--- src/rtl/mode_switch_arbiter_pkg.sv ---
// Shared types and helpers for the player-engine mode arbiter.
// Holds the arbitration state encoding, the well-known mode numbers and the one-hot helper.
package mode_switch_arbiter_pkg;

    typedef enum logic [0:0] {
        ST_RUN  = 1'b0,
        ST_MUTE = 1'b1
    } arb_state_e;

    localparam int MODE_FREE  = 0;
    localparam int MODE_AUTO  = 1;
    localparam int MODE_LEARN = 2;

    // Bit idx of a one-hot vector whose hot position is sel.
    function automatic logic onehot_bit(input int unsigned sel, input int unsigned idx);
        logic hit_s;
        if (sel == idx) begin
            hit_s = 1'b1;
        end else begin
            hit_s = 1'b0;
        end
        return hit_s;
    endfunction

endpackage

--- src/rtl/mode_switch_arbiter_select_debouncer.sv ---
// Two-flop synchroniser, range mapping and stability filter for the raw mode switches.
// Out-of-range selects fall back to the free-play mode before the stability filter.
module select_debouncer
    import mode_switch_arbiter_pkg::*;
#(
    parameter int NUM_MODES     = 4,
    parameter int SEL_W         = 3,
    parameter int STABLE_CYCLES = 16,
    localparam int MODE_W       = $clog2(NUM_MODES),
    localparam int CNT_W        = $clog2(STABLE_CYCLES)
) (
    input  logic              clk,
    input  logic              reset,
    input  logic [SEL_W-1:0]  mode_select,
    output logic [MODE_W-1:0] cand,
    output logic              stable
);

    localparam logic [CNT_W-1:0] CNT_MAX = CNT_W'(STABLE_CYCLES - 1);

    logic [SEL_W-1:0]  sync1_r;
    logic [SEL_W-1:0]  sync2_r;
    logic [31:0]       sel_ext_s;
    logic [MODE_W-1:0] mapped_s;
    logic [MODE_W-1:0] cand_r;
    logic [CNT_W-1:0]  cnt_r;

    // Range check of the synchronised select.
    always_comb begin
        sel_ext_s = 32'(sync2_r);
        if (sel_ext_s < 32'(NUM_MODES)) begin
            mapped_s = sel_ext_s[MODE_W-1:0];
        end else begin
            mapped_s = MODE_W'(MODE_FREE);
        end
    end

    // Synchroniser flops and the candidate/run-length tracker.
    always_ff @(posedge clk) begin
        if (reset) begin
            sync1_r <= {SEL_W{1'b0}};
            sync2_r <= {SEL_W{1'b0}};
            cand_r  <= {MODE_W{1'b0}};
            cnt_r   <= {CNT_W{1'b0}};
        end else begin
            sync1_r <= mode_select;
            sync2_r <= sync1_r;
            if (mapped_s != cand_r) begin
                cand_r <= mapped_s;
                cnt_r  <= {CNT_W{1'b0}};
            end else if (cnt_r < CNT_MAX) begin
                cnt_r <= cnt_r + CNT_W'(1);
            end else begin
                cnt_r <= cnt_r;
            end
        end
    end

    assign cand   = cand_r;
    assign stable = (cnt_r == CNT_MAX);

endmodule

--- src/rtl/mode_switch_arbiter.sv ---
// Selects one player engine to drive the speaker and LEDs, with debounced mode
// switches and a muted, click-free handover whenever the committed mode changes.
module mode_switch_arbiter
    import mode_switch_arbiter_pkg::*;
#(
    parameter int NUM_MODES     = 4,
    parameter int SEL_W         = 3,
    parameter int LED_W         = 7,
    parameter int STABLE_CYCLES = 16,
    parameter int MUTE_CYCLES   = 32,
    localparam int MODE_W       = $clog2(NUM_MODES)
) (
    input  logic                       clk,
    input  logic                       reset,
    input  logic [SEL_W-1:0]           mode_select,
    input  logic [NUM_MODES-1:0]       speaker_in,
    input  logic [NUM_MODES*LED_W-1:0] led_in,
    output logic                       speaker,
    output logic [LED_W-1:0]           led,
    output logic [MODE_W-1:0]          current_mode,
    output logic [NUM_MODES-1:0]       mode_enable,
    output logic                       switching
);

    localparam int MUTE_W = (MUTE_CYCLES > 1) ? $clog2(MUTE_CYCLES) : 1;
    localparam logic [MUTE_W-1:0] MUTE_LAST = MUTE_W'(MUTE_CYCLES - 1);

    arb_state_e         state_r, state_n_s;
    logic [MODE_W-1:0]  mode_r, mode_n_s;
    logic [MODE_W-1:0]  target_r, target_n_s;
    logic [MUTE_W-1:0]  mute_cnt_r, mute_cnt_n_s;
    logic               speaker_r, speaker_n_s;
    logic [LED_W-1:0]   led_r, led_n_s;
    logic [NUM_MODES-1:0] enable_r, enable_n_s;
    logic               switching_r, switching_n_s;
    logic [MODE_W-1:0]  cand_s;
    logic               stable_s;

    select_debouncer #(
        .NUM_MODES     (NUM_MODES),
        .SEL_W         (SEL_W),
        .STABLE_CYCLES (STABLE_CYCLES)
    ) u_select_debouncer (
        .clk         (clk),
        .reset       (reset),
        .mode_select (mode_select),
        .cand        (cand_s),
        .stable      (stable_s)
    );

    // Next-state logic and the next values of all registered outputs.
    always_comb begin
        state_n_s    = state_r;
        mode_n_s     = mode_r;
        target_n_s   = target_r;
        mute_cnt_n_s = mute_cnt_r;
        speaker_n_s  = 1'b0;
        led_n_s      = {LED_W{1'b0}};
        case (state_r)
            ST_RUN: begin
                speaker_n_s = speaker_in[mode_r];
                led_n_s     = led_in[int'(mode_r)*LED_W +: LED_W];
                if (stable_s && (cand_s != mode_r)) begin
                    state_n_s    = ST_MUTE;
                    target_n_s   = cand_s;
                    mute_cnt_n_s = {MUTE_W{1'b0}};
                end else begin
                    state_n_s = ST_RUN;
                end
            end
            ST_MUTE: begin
                // Target was latched on entry; select activity now waits for the next RUN.
                if (mute_cnt_r == MUTE_LAST) begin
                    state_n_s = ST_RUN;
                    mode_n_s  = target_r;
                end else begin
                    mute_cnt_n_s = mute_cnt_r + MUTE_W'(1);
                end
            end
            default: begin
                state_n_s = ST_RUN;
            end
        endcase

        // Enables and switching flag track the next state so they register without lag.
        if (state_n_s == ST_MUTE) begin
            switching_n_s = 1'b1;
        end else begin
            switching_n_s = 1'b0;
        end
        for (int i = 0; i < NUM_MODES; i++) begin
            if (state_n_s == ST_MUTE) begin
                enable_n_s[i] = 1'b0;
            end else begin
                enable_n_s[i] = onehot_bit(int'(mode_n_s), i);
            end
        end
    end

    // State and output registers.
    always_ff @(posedge clk) begin
        if (reset) begin
            state_r     <= ST_RUN;
            mode_r      <= MODE_W'(MODE_FREE);
            target_r    <= MODE_W'(MODE_FREE);
            mute_cnt_r  <= {MUTE_W{1'b0}};
            speaker_r   <= 1'b0;
            led_r       <= {LED_W{1'b0}};
            enable_r    <= NUM_MODES'(1);
            switching_r <= 1'b0;
        end else begin
            state_r     <= state_n_s;
            mode_r      <= mode_n_s;
            target_r    <= target_n_s;
            mute_cnt_r  <= mute_cnt_n_s;
            speaker_r   <= speaker_n_s;
            led_r       <= led_n_s;
            enable_r    <= enable_n_s;
            switching_r <= switching_n_s;
        end
    end

    assign speaker      = speaker_r;
    assign led          = led_r;
    assign current_mode = mode_r;
    assign mode_enable  = enable_r;
    assign switching    = switching_r;

endmodule

--- config.mk ---
export PLATFORM = sky130hd
export DESIGN_NAME = mode_switch_arbiter
export DESIGN_NICKNAME = d
export VERILOG_FILES = /design/src/rtl/mode_switch_arbiter_pkg.sv /design/src/rtl/mode_switch_arbiter_select_debouncer.sv /design/src/rtl/mode_switch_arbiter.sv
export SDC_FILE = /design/constraint.sdc
export NUM_CORES = 1
export LEC_CHECK = 0
export CORE_UTILIZATION = 43
export CTS_CLUSTER_SIZE = 30
export DETAILED_ROUTE_END_ITERATION = 7
export GPL_ROUTABILITY_DRIVEN = 0
export GPL_TIMING_DRIVEN = 0
export MAX_ROUTING_LAYER = met4
export PLACE_DENSITY_LB_ADDON = 0.2
export SYNTH_ARGS = -nofsm -noshare
export SYNTH_HDL_FRONTEND = slang
export SYNTH_SLANG_ARGS = --single-unit
export TNS_END_PERCENT = 10
--- constraint.sdc ---
create_clock -name clk -period 2.1 [get_ports clk]
set_clock_uncertainty 0.1 [all_clocks]
set_input_delay 0.21 -clock clk [delete_from_list [all_inputs] [get_ports clk]]
set_output_delay 0.21 -clock clk [all_outputs]
set_load 0.01 [all_outputs]
==> flow_summary.toml <==
[run_status]
outcome = "completed"

[layout]
area_growth_pct = 43.9
fillCellCount = 262
layout_commonest_cell = "clkdlybuf4s50_1"
diodes = 0
layout-drive-gt1-share = 0.115
multi_input_area_sq_um = 689
layout.nets = 224
final_cell_mix = "clkdlybuf4s50_1, dfxtp_1, nor2b_1"
final_cell_area_sq_mm = 0.00202
seq_area_sq_um = 681

[sta]
fmax_ghz = 0.509
slew_viol_final = 0
setup_slack_ns = 0.134
hold_slack_ns = 0.331
rsz0062_at_grt = "true"
min_period_over_period = 0.936
finalSetupViolCount = 0
fin_crit_ns = 1.97
hold_viol_final = 0
tightest_slew_ns = 0.461
slew_headroom = 0.693

[worst_setup_path]
max_stage_delay_ns = 0.36
arrival_ns = 2.10
cp.required_ns = 2.23
start_kind = "register"
slowest_stage = "mux2i_1"
setup.worst_path.start = "mute_cnt_r[0]"
crit_type = "register to register"
r2r-start = "mute_cnt_r[0]"
path_cells = "ha_1, and3_1, ha_1, nand2_1, mux2i_1, nor2_1, and3_1"
endpoint_kind = "register"
crit_fanout = 4

[yosys]
synth_seq_cells = 34
yosysSeqAreaShare = 0.484
syn_inst = 126
yosysUniqueCellTypes = 32
avgSynthCellArea_sq_um = 11.2
synth.area.top_cells = "dfxtp_1, mux4_2, nor2b_1"
syn-cell-area_sq_mm = 0.00141
yosysTopAreaCell = "dfxtp_1"
synth_nets = 166
yosys_warnings = 0
synth_top_cell_area_share = 0.484

[clocking]
cts_tree = "done"
clockBufferDepth = 2
clk_latency_ns = 0.33
numCtsBuffers = 5
clk_pin_slew_worst_paths_ns = 0.09
hold_buffers = 0
h-tree-depth = 2
cts.sinks = 34
ctsResizeCount = 0
cts-root-buf = "clkbuf_4"
cts_setup_buffers = 0

[global_route]
antenna_found_initial = 0
grt_max_degree = 11
grt_util_all_layers = 0.207
grt_pass1_wl_mm = 5.06
grt_overflow = 0
grt_pass1_vias = 1219

[drt]
drc = 0
wl_per_cell_um = 13.8
wl_mm = 3.12
ant_nets = 0
viasPerCell = 5.20
vias = 1180
firstDrtPassIters = 4
drtIter0Drc = 27

[min_path]
min_from = "mode_select[0]"
min_path_type = "input port to register"

[floorplanning]
initial_utilization = 0.457
ios = 52
fp-row-count = 20
die_area_sq_mm = 0.00350
core_area_sq_mm = 0.00308
die_y_um = 59.2
die_w_um = 59.2

[power]
ir_drop_uv = 499
p_leak_uw = 0.000746
p_per_area_mw_per_mm2 = 574
power_uw = 1160

[flow_run]
drv_cap = 0

[placed_design]
dpl_worst_slack_ns = 0.145
io_buffers = 51
placed_cell_area_sq_mm = 0.00197
dpl.hpwl_mm = 2.41
[final cells by class]
type	instances	area share
inverter	2	0.00371
buffer	5	0.0136
clock buffer	6	0.0254
tap	44	0.0272
sequential	34	0.337
timing repair buffer	51	0.252
multi-input combinational	85	0.341
[state kept, by name, indices dropped and copies added (netlist names)]
name / cells
current_mode: 2
led: 7
mode_enable: 4
mute_cnt_r: 5
speaker: 1
state_r: 1
target_r: 2
u_select_debouncer.cand: 2
u_select_debouncer.cnt_r: 4
u_select_debouncer.sync1_r: 3
u_select_debouncer.sync2_r: 3
[kinds of logic after synthesis]
group	after synthesis	share of synthesized area
compound gates	16	0.0846
xor+xnor	5	0.0312
fa+ha+maj	3	0.0267
buf+inv	7	0.0249
flops	34	0.484
mux	11	0.150
simple gates	50	0.199
[synthesized netlist by cell type, drive strengths merged]
| library cell | n |
|---|---|
| a2111oi | 1 |
| a211o | 1 |
| a211oi | 1 |
| a21oi | 6 |
| a31o | 3 |
| a31oi | 1 |
| and3 | 3 |
| and3b | 1 |
| buf | 2 |
| clkbuf | 3 |
| dfxtp | 34 |
| ha | 3 |
| inv | 2 |
| mux2i | 3 |
| mux4 | 8 |
| nand2 | 7 |
| nand2b | 1 |
| nand3 | 6 |
| nor2 | 6 |
| nor2b | 15 |
| nor3 | 6 |
| nor3b | 2 |
| nor4b | 1 |
| nor4bb | 1 |
| o21ai | 2 |
| o32a | 1 |
| or2 | 1 |
| xnor2 | 4 |
| xor2 | 1 |
[through the flow]
| stage | util | cells | TNS, ns |
|---|---|---|---|
| floorplan | - | 126 | 0 |
| global placement | 0.640 | 221 | 0 |
| detailed placement | 0.640 | 221 | 0 |
| CTS | 0.657 | 227 | 0 |
| global route | 0.657 | 227 | -0.00379 |
| finish | 0.657 | 227 | 0 |
[worst max-delay path, delay by kind of cell, from the launching register on]
family | cells | cell delay (ns)
adders and majority gates | 2 | 0.46
muxes | 1 | 0.36
DFF | 1 | 0.35
and+or+nand+nor | 4 | 0.61
[metal layers]
layer / wire length, um / track usage
met1: 1180 / 0.189
met2: 1530 / 0.365
met3: 353 / 0.0961
met4: 64 / 0.0884
met5: 0 / -
[where the power goes]
part           total, uW  switching, uW  leakage, uW  internal (uW)
Sequential           674           10.2     0.000278            663
Clock                346            195    0.0000302            151
Combinational        141           41.1     0.000438           99.9
[worst paths after layout]
check                                       end  slack (ns)  cells after the start
hold / removal    u_select_debouncer.sync1_r[0]        0.33                      2
setup reg to reg                 mode_enable[1]        0.13                      7
setup / recovery                 mode_enable[1]        0.13                      7
hold reg to reg   u_select_debouncer.sync2_r[1]        0.35                      1
(Power assumes the default switching activity.)
